### config.mk
export PLATFORM = sky130hd
export DESIGN_NAME = dmem_arbiter
export DESIGN_NICKNAME = d
export VERILOG_FILES = /design/src/rtl/dmem_arbiter.sv
export SDC_FILE = /design/constraint.sdc
export NUM_CORES = 1
export LEC_CHECK = 0
export CORE_AREA = 4 4 116 118
export CTS_BUF_LIST = sky130_fd_sc_hd__clkbuf_8
export DETAILED_ROUTE_END_ITERATION = 8
export DIE_AREA = 0 0 120 122
export RECOVER_POWER = 100
export REMOVE_ABC_BUFFERS = 1
export SYNTH_ARGS = -nofsm -noshare
export SYNTH_HDL_FRONTEND = slang
export SYNTH_SLANG_ARGS = --single-unit
### constraint.sdc
create_clock -name clk -period 1.8 [get_ports clk]
set_clock_uncertainty 0.2 [all_clocks]
set_input_delay 0.27 -clock clk [delete_from_list [all_inputs] [get_ports clk]]
set_output_delay 0.27 -clock clk [all_outputs]
set_load 0.005 [all_outputs]
### src/rtl/dmem_arbiter.sv
// Data-memory arbiter: shares one single-port data memory between the core MEM stage
// and an auxiliary requester (program loader / debug). Each access is a req/ack
// handshake against variable-latency memory; core_stall freezes the pipeline until
// the core access completes.
//
// Optional feature: define DMEM_ARB_STARVE_EN to build the aux starvation counter.
// When the macro is undefined the core has strict priority and aux may starve.
module dmem_arbiter #(
  parameter int unsigned AW           = 32,
  parameter int unsigned DW           = 32,
  parameter int unsigned AUX_MAX_WAIT = 8
) (
  input  logic            clk,
  input  logic            reset,
  // Core MEM stage (fed from EX/MEM pipeline register outputs)
  input  logic            core_req,
  input  logic            core_we,
  input  logic [AW-1:0]   core_addr,
  input  logic [DW-1:0]   core_wdata,
  input  logic [DW/8-1:0] core_be,
  output logic [DW-1:0]   core_rdata,
  output logic            core_stall,
  // Auxiliary requester
  input  logic            aux_valid,
  input  logic            aux_we,
  input  logic [AW-1:0]   aux_addr,
  input  logic [DW-1:0]   aux_wdata,
  output logic            aux_ready,
  output logic [DW-1:0]   aux_rdata,
  // Memory side
  output logic            mem_req,
  output logic            mem_we,
  output logic [AW-1:0]   mem_addr,
  output logic [DW-1:0]   mem_wdata,
  output logic [DW/8-1:0] mem_be,
  input  logic            mem_ack,
  input  logic [DW-1:0]   mem_rdata
);

  // The wait counter is 8 bits wide, so the threshold must fit in it.
  if (AUX_MAX_WAIT < 1 || AUX_MAX_WAIT > 255) begin : g_bad_aux_max_wait
    $error("dmem_arbiter: AUX_MAX_WAIT must be in 1..255");
  end

  typedef enum logic [1:0] {
    StIdle,
    StCore,
    StAux
  } state_e;

  state_e state_q, state_d;

  // Completion strobes for the current owner.
  logic core_done;
  logic aux_done;
  // Aux has waited long enough to override core priority.
  logic aux_force;

  assign core_done = (state_q == StCore) && mem_ack;
  assign aux_done  = (state_q == StAux) && mem_ack;

`ifdef DMEM_ARB_STARVE_EN
  localparam logic [7:0] MaxWait = 8'(AUX_MAX_WAIT);

  logic [7:0] wait_q, wait_d;

  assign aux_force = aux_valid && (wait_q == MaxWait);

  // Starvation counter: counts cycles aux waits outside AUX, saturates, clears on grant.
  always_comb begin
    wait_d = wait_q;
    if (state_q == StIdle && state_d == StAux) begin
      wait_d = 8'd0;
    end else if (aux_valid && state_q != StAux && wait_q != MaxWait) begin
      wait_d = wait_q + 8'd1;
    end
  end

  // Starvation counter register.
  always_ff @(posedge clk or posedge reset) begin
    if (reset) begin
      wait_q <= 8'd0;
    end else begin
      wait_q <= wait_d;
    end
  end
`else
  assign aux_force = 1'b0;
`endif

  // Next-state: grants only from IDLE, so every access is separated by an IDLE cycle.
  always_comb begin
    state_d = state_q;
    case (state_q)
      StIdle: begin
        if (aux_force) begin
          state_d = StAux;
        end else if (core_req) begin
          state_d = StCore;
        end else if (aux_valid) begin
          state_d = StAux;
        end
      end
      StCore: begin
        // A flushed core access (core_req dropped) still runs to mem_ack.
        if (mem_ack) begin
          state_d = StIdle;
        end
      end
      StAux: begin
        if (mem_ack) begin
          state_d = StIdle;
        end
      end
      default: state_d = StIdle;
    endcase
  end

  // State register; asynchronous reset drops mem_req in the same cycle.
  always_ff @(posedge clk or posedge reset) begin
    if (reset) begin
      state_q <= StIdle;
    end else begin
      state_q <= state_d;
    end
  end

  // Memory-side mux from the current owner; all fields zero while idle.
  always_comb begin
    mem_req   = 1'b0;
    mem_we    = 1'b0;
    mem_addr  = '0;
    mem_wdata = '0;
    mem_be    = '0;
    case (state_q)
      StCore: begin
        mem_req   = 1'b1;
        mem_we    = core_we;
        mem_addr  = core_addr;
        mem_wdata = core_wdata;
        mem_be    = core_be;
      end
      StAux: begin
        mem_req   = 1'b1;
        mem_we    = aux_we;
        mem_addr  = aux_addr;
        mem_wdata = aux_wdata;
        mem_be    = '1;
      end
      default: begin
        mem_req = 1'b0;
      end
    endcase
  end

  // Requester-side responses; read data is gated to zero outside the completion cycle.
  always_comb begin
    core_stall = core_req & ~core_done;
    core_rdata = core_done ? mem_rdata : '0;
    aux_ready  = aux_done;
    aux_rdata  = aux_done ? mem_rdata : '0;
  end

endmodule
==> parameters.txt, run 1 <==
Parameter                              Value

Power and ir drop
  Clock network power share    0.019
  Power density over the cells    1330 nW/um2
  Leakage component of the power    between 0.002 and 0.003 uW
  P_sw    ~3400 uW
  Combinational group share of total power    0.972
  Switching part of the total    0.371
  Worst vdd ir    0.000616 V
  PnR Total Power    between 9000 and 10000 uW
  Design internal power    roughly 5800 uW
  Share of power burned in registers    0.009

Logic synthesis
  Share of the synthesized area in the top cell type    0.290
  Adder-cell area share of the yosys netlist    0.0223
  Cell types with the largest area share after synthesis    sky130_fd_sc_hd__a22oi_1, sky130_fd_sc_hd__nor2b_1, sky130_fd_sc_hd__and3_1
  Mux contribution to synthesized area    0
  Asr flop ratio synth    1.00
  Cell types with the highest counts after synthesis    sky130_fd_sc_hd__nor2b_1, sky130_fd_sc_hd__a22oi_1, sky130_fd_sc_hd__and3_1
  Area leader, netlist    sky130_fd_sc_hd__a22oi_1
  Ys Warns    0
  Netlist Area Pre-Place    1680 um2
  Count of cell types in the netlist    17
  Syn_area_per_cell    6.59 um2
  Largest family of logic cells by synthesized area    simple AND/OR/NAND/NOR gates
  Most used flip-flop cell after synthesis    sky130_fd_sc_hd__dfrtp_1
  Most frequent cell after synthesis    sky130_fd_sc_hd__nor2b_1
  Xor and xnor fraction of the mapped netlist area    0
  Post-synthesis share of cell area spent on and, or, nand and nor gates    0.504
  Post-synthesis instance total    ~260
  Count of state elements after synthesis    2
  Proportion of synthesized chip area in sequential cells    0.0298
  EDFF count, synth    0
  Post-synthesis compound-gate area fraction    0.323

Global route
  Number of antenna violations at the first check in global routing    0
  Maximum number of pins on one net before global-route repair    55
  Wire length of the first global-routing pass    22500 um
  Overall overflow remaining after global route    0
  Via count of the first global-routing pass    around 3900
  All-layer global routing usage    0.197

Floorplan
  Die span in x    120 um
  Ports    between 300 and 400
  Initial Utilization    0.135
  Total die area    14600 um2
  Placement Rows    between 40 and 50
  DIE HEIGHT    between 100 and 150 um
  Core area    12500 um2

STA
  Tmin final    ~2200 ps
  Tightest slew margin relative to the limit    0.840
  Fin crit share    1.22
  Final Hold Violating Endpoints    0
  Highest clock frequency the design can meet    approximately 460 MHz
  Final number of setup-violating endpoints    about 140
  Final number of max-transition violations    0
  Unrepaired setup endpoints after global routing    yes
  Worst-case setup margin in the final layout    -397 ps
  Worst-margin pin slew    between 200 and 250 ps
  Worst hold-check slack    roughly 150 ps

Drt
  Number of nets with antenna violations after routing    0
  Detailed Routing Iterations Pass 1    4
  Total DRC errors in the routed layout    0
  Via total after detailed routing    ~3600
  Average routed wire per standard cell    20.4 um
  Total Wirelength    approximately 16000 um
  Vias per std cell    4.56
  Initial drt markers    around 120

Placement
  Number of buffers added on ports    306
  Placed instance area    just under 5000 um2
  Inst Count DP    between 700 and 800
  Weighted congestion reported at the end of routability-driven placement    around 0.81
  Placement-stage worst setup slack    -408 ps
  Detailed-placement wirelength estimate    around 9100 um

Critical path
  Required time of the worst setup path    1330 ps
  Worst reg2reg setup slack    -130 ps
  Worst setup path startpoint    state_q[0]
  Worst Setup Start Kind    flip-flop
  Worst reg2reg path startpoint    state_q[1]
  Crit-path max FO    6
  Critical setup path kind    reg2out
  CP endpoint kind    primary output
  Arrival time reported for the critical path endpoint    1730 ps

Final layout
  Relative area change from synthesis to final layout    311%
  Layout net count    around 780
  Largest register FFs    2
  Fillers    about 1100
  Non-filler cells, final    between 700 and 800
  Inserted Diodes    0
  Layout cell share with drive strength beyond 1    0.630
  Top register by number of flip-flops    state_q
  Design Area, Final    ~7000 um2
  Registers with the most flip-flops    state_q x2

Job
  Max-cap check violation count    0

Hold path
  Hold/Removal Path Class    in2async

Clock network
  Clock insertion delay at the later pin of the skew report    210 ps
  Clock Tree Buf Depth    2
  CTS root buf    sky130_fd_sc_hd__clkbuf_8
  Sink Count    2
  TritonCTS clock tree    built
  Clock input transition at the sequential cells of the worst setup and hold paths    30 ps
  Num CTS Buffers    3
  CTS hold repair buffers    0
  CTS H-Tree Depth    1

Run status
  Result of the run    finished, violations left
  Violations in the final reports    negative setup slack
[power groups by stage]
| stage | Combinational (uW) | Clock, uW | Sequential (uW) |
|---|---|---|---|
| after detailed placement | 4250 | 0 | 75.2 |
| after CTS | 8120 | 181 | 80.4 |
| final | 8940 | 178 | 82.6 |
| after floorplan | 1750 | 0 | 73.8 |
| after global routing | 9410 | 190 | 84.7 |
| after global placement | 4220 | 0 | 73.5 |
[path summary, 6_finish.rpt]
check | to | cells after the start
hold reg to reg | state_q[0] | 2
hold / removal | state_q[0] | 2
setup / recovery | core_rdata[9] | 8
max in group asynchronous | state_q[1] | 2
min in group clk | state_q[0] | 2
setup reg to reg | state_q[0] | 8
[layer usage]
layer,global-route usage,up-vias,routed length (um)
met1,0.202,1659,5370
met2,0.380,214,8750
met3,0.0608,29,1490
met4,0.0594,0,320
li1,-,1657,-
met5,0,-,0
[timing repair]
item,4_1_cts,5_1_grt
endpoints found under the hold margin,0,0
gates cloned,24,4
pin swaps,20,13
endpoints found under the setup margin,136,138
setup buffers,42,9
resized for setup,714,143
[worst max-delay path, cell delays in order (launching register included)]
cell and delay [ps]:
sky130_fd_sc_hd__dfrtp_1 400, sky130_fd_sc_hd__buf_6 140, sky130_fd_sc_hd__ha_4 210, sky130_fd_sc_hd__buf_12 150, sky130_fd_sc_hd__buf_12 120, sky130_fd_sc_hd__buf_16 130
sky130_fd_sc_hd__buf_12 120, sky130_fd_sc_hd__and3_4 140, sky130_fd_sc_hd__buf_6 110
[final cells by class]
class	count	area, um2	area share
flip-flops and latches	2	50.0	0.00724
repair buffers	386	4230	0.612
well taps	172	215	0.0311
clock buffers	3	41.3	0.00597
multi-input cells	213	2360	0.342
inverters	4	15.0	0.00217
[cells in the final DEF, fill, tap and decap left out, types with 2 or more instances in the layout]
cell type and n:
sky130_fd_sc_hd__a21oi_4 3, sky130_fd_sc_hd__dfrtp_1 2, sky130_fd_sc_hd__clkbuf_8 3, sky130_fd_sc_hd__nor2b_1 31, sky130_fd_sc_hd__clkdlybuf4s50_1 169, sky130_fd_sc_hd__inv_1 2, sky130_fd_sc_hd__buf_6 91, sky130_fd_sc_hd__clkbuf_2 7
sky130_fd_sc_hd__and3_1 14, sky130_fd_sc_hd__o21ai_2 2, sky130_fd_sc_hd__buf_4 5, sky130_fd_sc_hd__a22oi_1 4, sky130_fd_sc_hd__inv_2 2, sky130_fd_sc_hd__ha_4 3, sky130_fd_sc_hd__buf_16 15, sky130_fd_sc_hd__buf_12 22
sky130_fd_sc_hd__a21boi_2 2, sky130_fd_sc_hd__clkbuf_16 4, sky130_fd_sc_hd__nor2b_4 37, sky130_fd_sc_hd__a22oi_2 61, sky130_fd_sc_hd__buf_2 62, sky130_fd_sc_hd__and3_4 50, sky130_fd_sc_hd__buf_8 9
[stage by stage]
step,TNS (ps),util
after detailed placement,-49120,0.397
after CTS,-38310,0.527
after floorplan,-148650,-
final,-36540,0.555
after global routing,-44270,0.555
after global placement,-46800,0.397
[kinds of logic after synthesis]
| kind of cell | after synthesis |
|---|---|
| AOI/OAI and AO/OA | 74 |
| adders and majority gates | 3 |
| buffers and inverters | 40 |
| DFF | 2 |
| and+or+nand+nor | 136 |
No activity file was read; power rests on OpenSTA's default activity.
==> run 2, diff against run 1 <==
--- a/config.mk
+++ b/config.mk
@@ -9,6 +9,7 @@
 export CTS_BUF_LIST = sky130_fd_sc_hd__clkbuf_8
 export DETAILED_ROUTE_END_ITERATION = 8
 export DIE_AREA = 0 0 120 122
+export GPL_TIMING_DRIVEN = 0
 export RECOVER_POWER = 100
 export REMOVE_ABC_BUFFERS = 1
 export SYNTH_ARGS = -nofsm -noshare
==> parameters.txt, run 2 (synthesized netlist as in run 1, its figures left out) <==
Parameter                              Value

Power and ir drop
  Worst vdd ir    0.000647 V (+5.1%)
  Share of power burned in registers    0.010 (about the same)
  Switching part of the total    0.388 (+0.0167)
  P_sw    3280 uW (-4.0%)
  Leakage component of the power    0.00279 uW (-3.9%)
  Clock network power share    0.022 (+0.003)
  Combinational group share of total power    0.968 (-0.004)
  PnR Total Power    8450 uW (-8.1%)
  Power density over the cells    1270 nW/um2 (-4.7%)
  Design internal power    5180 uW (-11%)

Drt
  Initial drt markers    126 (+3.3%)
  Average routed wire per standard cell    20.5 um (+0.34%)
  Number of nets with antenna violations after routing    0 (unchanged)
  Via total after detailed routing    3561 (+0.056%)
  Vias per std cell    4.58 (+0.44%)
  Detailed Routing Iterations Pass 1    4 (unchanged)
  Total DRC errors in the routed layout    0 (unchanged)
  Total Wirelength    15900 um (about the same)

Critical path
  CP endpoint kind    primary output
  Critical setup path kind    reg2out
  Crit-path max FO    4 (-2)
  Arrival time reported for the critical path endpoint    1740 ps (about the same)
  Worst Setup Start Kind    flip-flop
  Required time of the worst setup path    1330 ps (about the same)

Clock network
  Clock input transition at the sequential cells of the worst setup and hold paths    30 ps (about the same)
  Clock Tree Buf Depth    2 (unchanged)
  Sink Count    2 (unchanged)
  Num CTS Buffers    3 (unchanged)
  CTS root buf    sky130_fd_sc_hd__clkbuf_8
  TritonCTS clock tree    built
  Clock insertion delay at the later pin of the skew report    220 ps (about the same)
  CTS H-Tree Depth    1 (unchanged)

Job
  Max-cap check violation count    0 (unchanged)

STA
  Setup TNS after final layout    -35860 ps (+673 ps)
  Final Hold Violating Endpoints    0 (unchanged)
  Worst-case setup margin in the final layout    -413 ps (-16.3 ps)
  Worst-margin pin slew    664 ps (+424 ps)
  Tmin final    2210 ps (+16.3 ps)
  Final number of setup-violating endpoints    137 (-0.72%)
  Fin crit share    1.23 (+0.00906)
  Highest clock frequency the design can meet    452 MHz (-0.74%)
  Tightest slew margin relative to the limit    0.557 (-0.283)
  Worst hold-check slack    142 ps (-11.8 ps)
  Final number of max-transition violations    0 (unchanged)
  Unrepaired setup endpoints after global routing    yes

Hold path
  Hold/Removal Path Class    in2async

Floorplan
  Placement Rows    41 (unchanged)
  DIE HEIGHT    122 um (unchanged)
  Ports    307 (unchanged)
  Total die area    14600 um2 (unchanged)
  Die span in x    120 um (unchanged)
  Initial Utilization    0.135 (unchanged)
  Core area    12500 um2 (unchanged)

Global route
  Via count of the first global-routing pass    3728 (-3.7%)
  Met1 track utilization from global routing    0.188 (-0.0139)
  Maximum number of pins on one net before global-route repair    68 (+24%)
  Overall overflow remaining after global route    0 (unchanged)
  Met2 Usage GRT    0.354 (-0.0267)
  Wire length of the first global-routing pass    20800 um (-7.5%)
  Most congested layer reported by global routing    met2
  Number of antenna violations at the first check in global routing    0 (unchanged)
  All-layer global routing usage    0.181 (-0.0158)
  Met3 demand-to-capacity share in global routing    0.0520 (-0.00882)

Placement
  Placement-stage worst setup slack    -1300 ps (-895 ps)
  Detailed-placement wirelength estimate    8820 um (-3.5%)
  Weighted congestion reported at the end of routability-driven placement    0.746 (-7.4%)
  Number of buffers added on ports    306 (unchanged)

Final layout
  Layout net count    781 (-0.38%)
  Most used cells in the layout excluding fill and tap cells    sky130_fd_sc_hd__clkdlybuf4s50_1, sky130_fd_sc_hd__buf_6, sky130_fd_sc_hd__a22oi_2
  Fillers    1125 (+4.2%)
  Relative area change from synthesis to final layout    296%
  Largest register FFs    2 (unchanged)
  Inserted Diodes    0 (unchanged)
  Layout cell share with drive strength beyond 1    0.631 (+0.00147)
  Registers with the most flip-flops    state_q x2
  Top register by number of flip-flops    state_q
  Post-Route Utilization    0.535 (-0.0201)
  Most frequent standard cell in the layout excluding fill and tap cells    sky130_fd_sc_hd__clkdlybuf4s50_1

Run status
  Result of the run    finished, violations left
  Violations in the final reports    negative setup slack
-- run 2: final timing paths --
kind / start / endpoint / slack [ps] / depth (start not counted)
worst max-delay path: state_q[0] / mem_wdata[22] / -410 / 9
worst min-delay path: reset / state_q[0] / 140 / 2
worst max register to register: state_q[0] / state_q[0] / -150 / 9
worst min register to register: state_q[0] / state_q[0] / 460 / 2
max in group asynchronous: reset / state_q[1] / 1140 / 2
min in group clk: aux_valid / state_q[1] / 450 / 3
-- run 2: metal layers --
layer,up-vias,wire length [um]
met5,-,0
met4,0,362
met3,23,1380
met2,216,8650
met1,1674,5530
li1,1648,-
-- run 2: what timing repair did --
item / CTS / global route
cloned: 15 / 9
hold buffers: 0 / 0
resized for setup: 634 / 208
setup buffers: 44 / 14
pin swaps: 12 / 27
endpoints found under the setup margin: 138 / 138
-- run 2: final cells by class --
type,instances,area (um2),area share
Timing Repair Buffer,383,4040,0.606
Multi-Input combinational cell,213,2300,0.346
Tap cell,172,215,0.0323
Sequential cell,2,50.0,0.00751
Clock buffer,3,41.3,0.00619
Inverter,4,15.0,0.00225
-- run 2: power by group through the flow --
stage | combinational, uW | clock [uW] | sequential, uW
finish | 8190 | 184 | 85.4
floorplan | 1750 | 0 | 73.8
CTS | 6950 | 188 | 84.2
global route | 8630 | 194 | 87.5
global placement | 3670 | 0 | 78.6
detailed placement | 4080 | 0 | 86.8
-- run 2: per-stage QoR --
step | instances | cell area [um2]
6_report | 777 | 6670
5_1_grt | 777 | 6670
4_1_cts | 762 | 5960
3_5_place_dp | 700 | 4860
3_3_place_gp | 697 | 4770
2_1_floorplan | 219 | 1490
-- run 2: critical path: stages (launching register included) --
cell	delay [ps]
sky130_fd_sc_hd__dfrtp_1	400
sky130_fd_sc_hd__buf_6	130
sky130_fd_sc_hd__ha_4	180
sky130_fd_sc_hd__buf_12	140
sky130_fd_sc_hd__buf_8	130
sky130_fd_sc_hd__buf_16	130
sky130_fd_sc_hd__buf_6	110
sky130_fd_sc_hd__a22oi_2	110
sky130_fd_sc_hd__nor2b_1	70
sky130_fd_sc_hd__buf_2	120
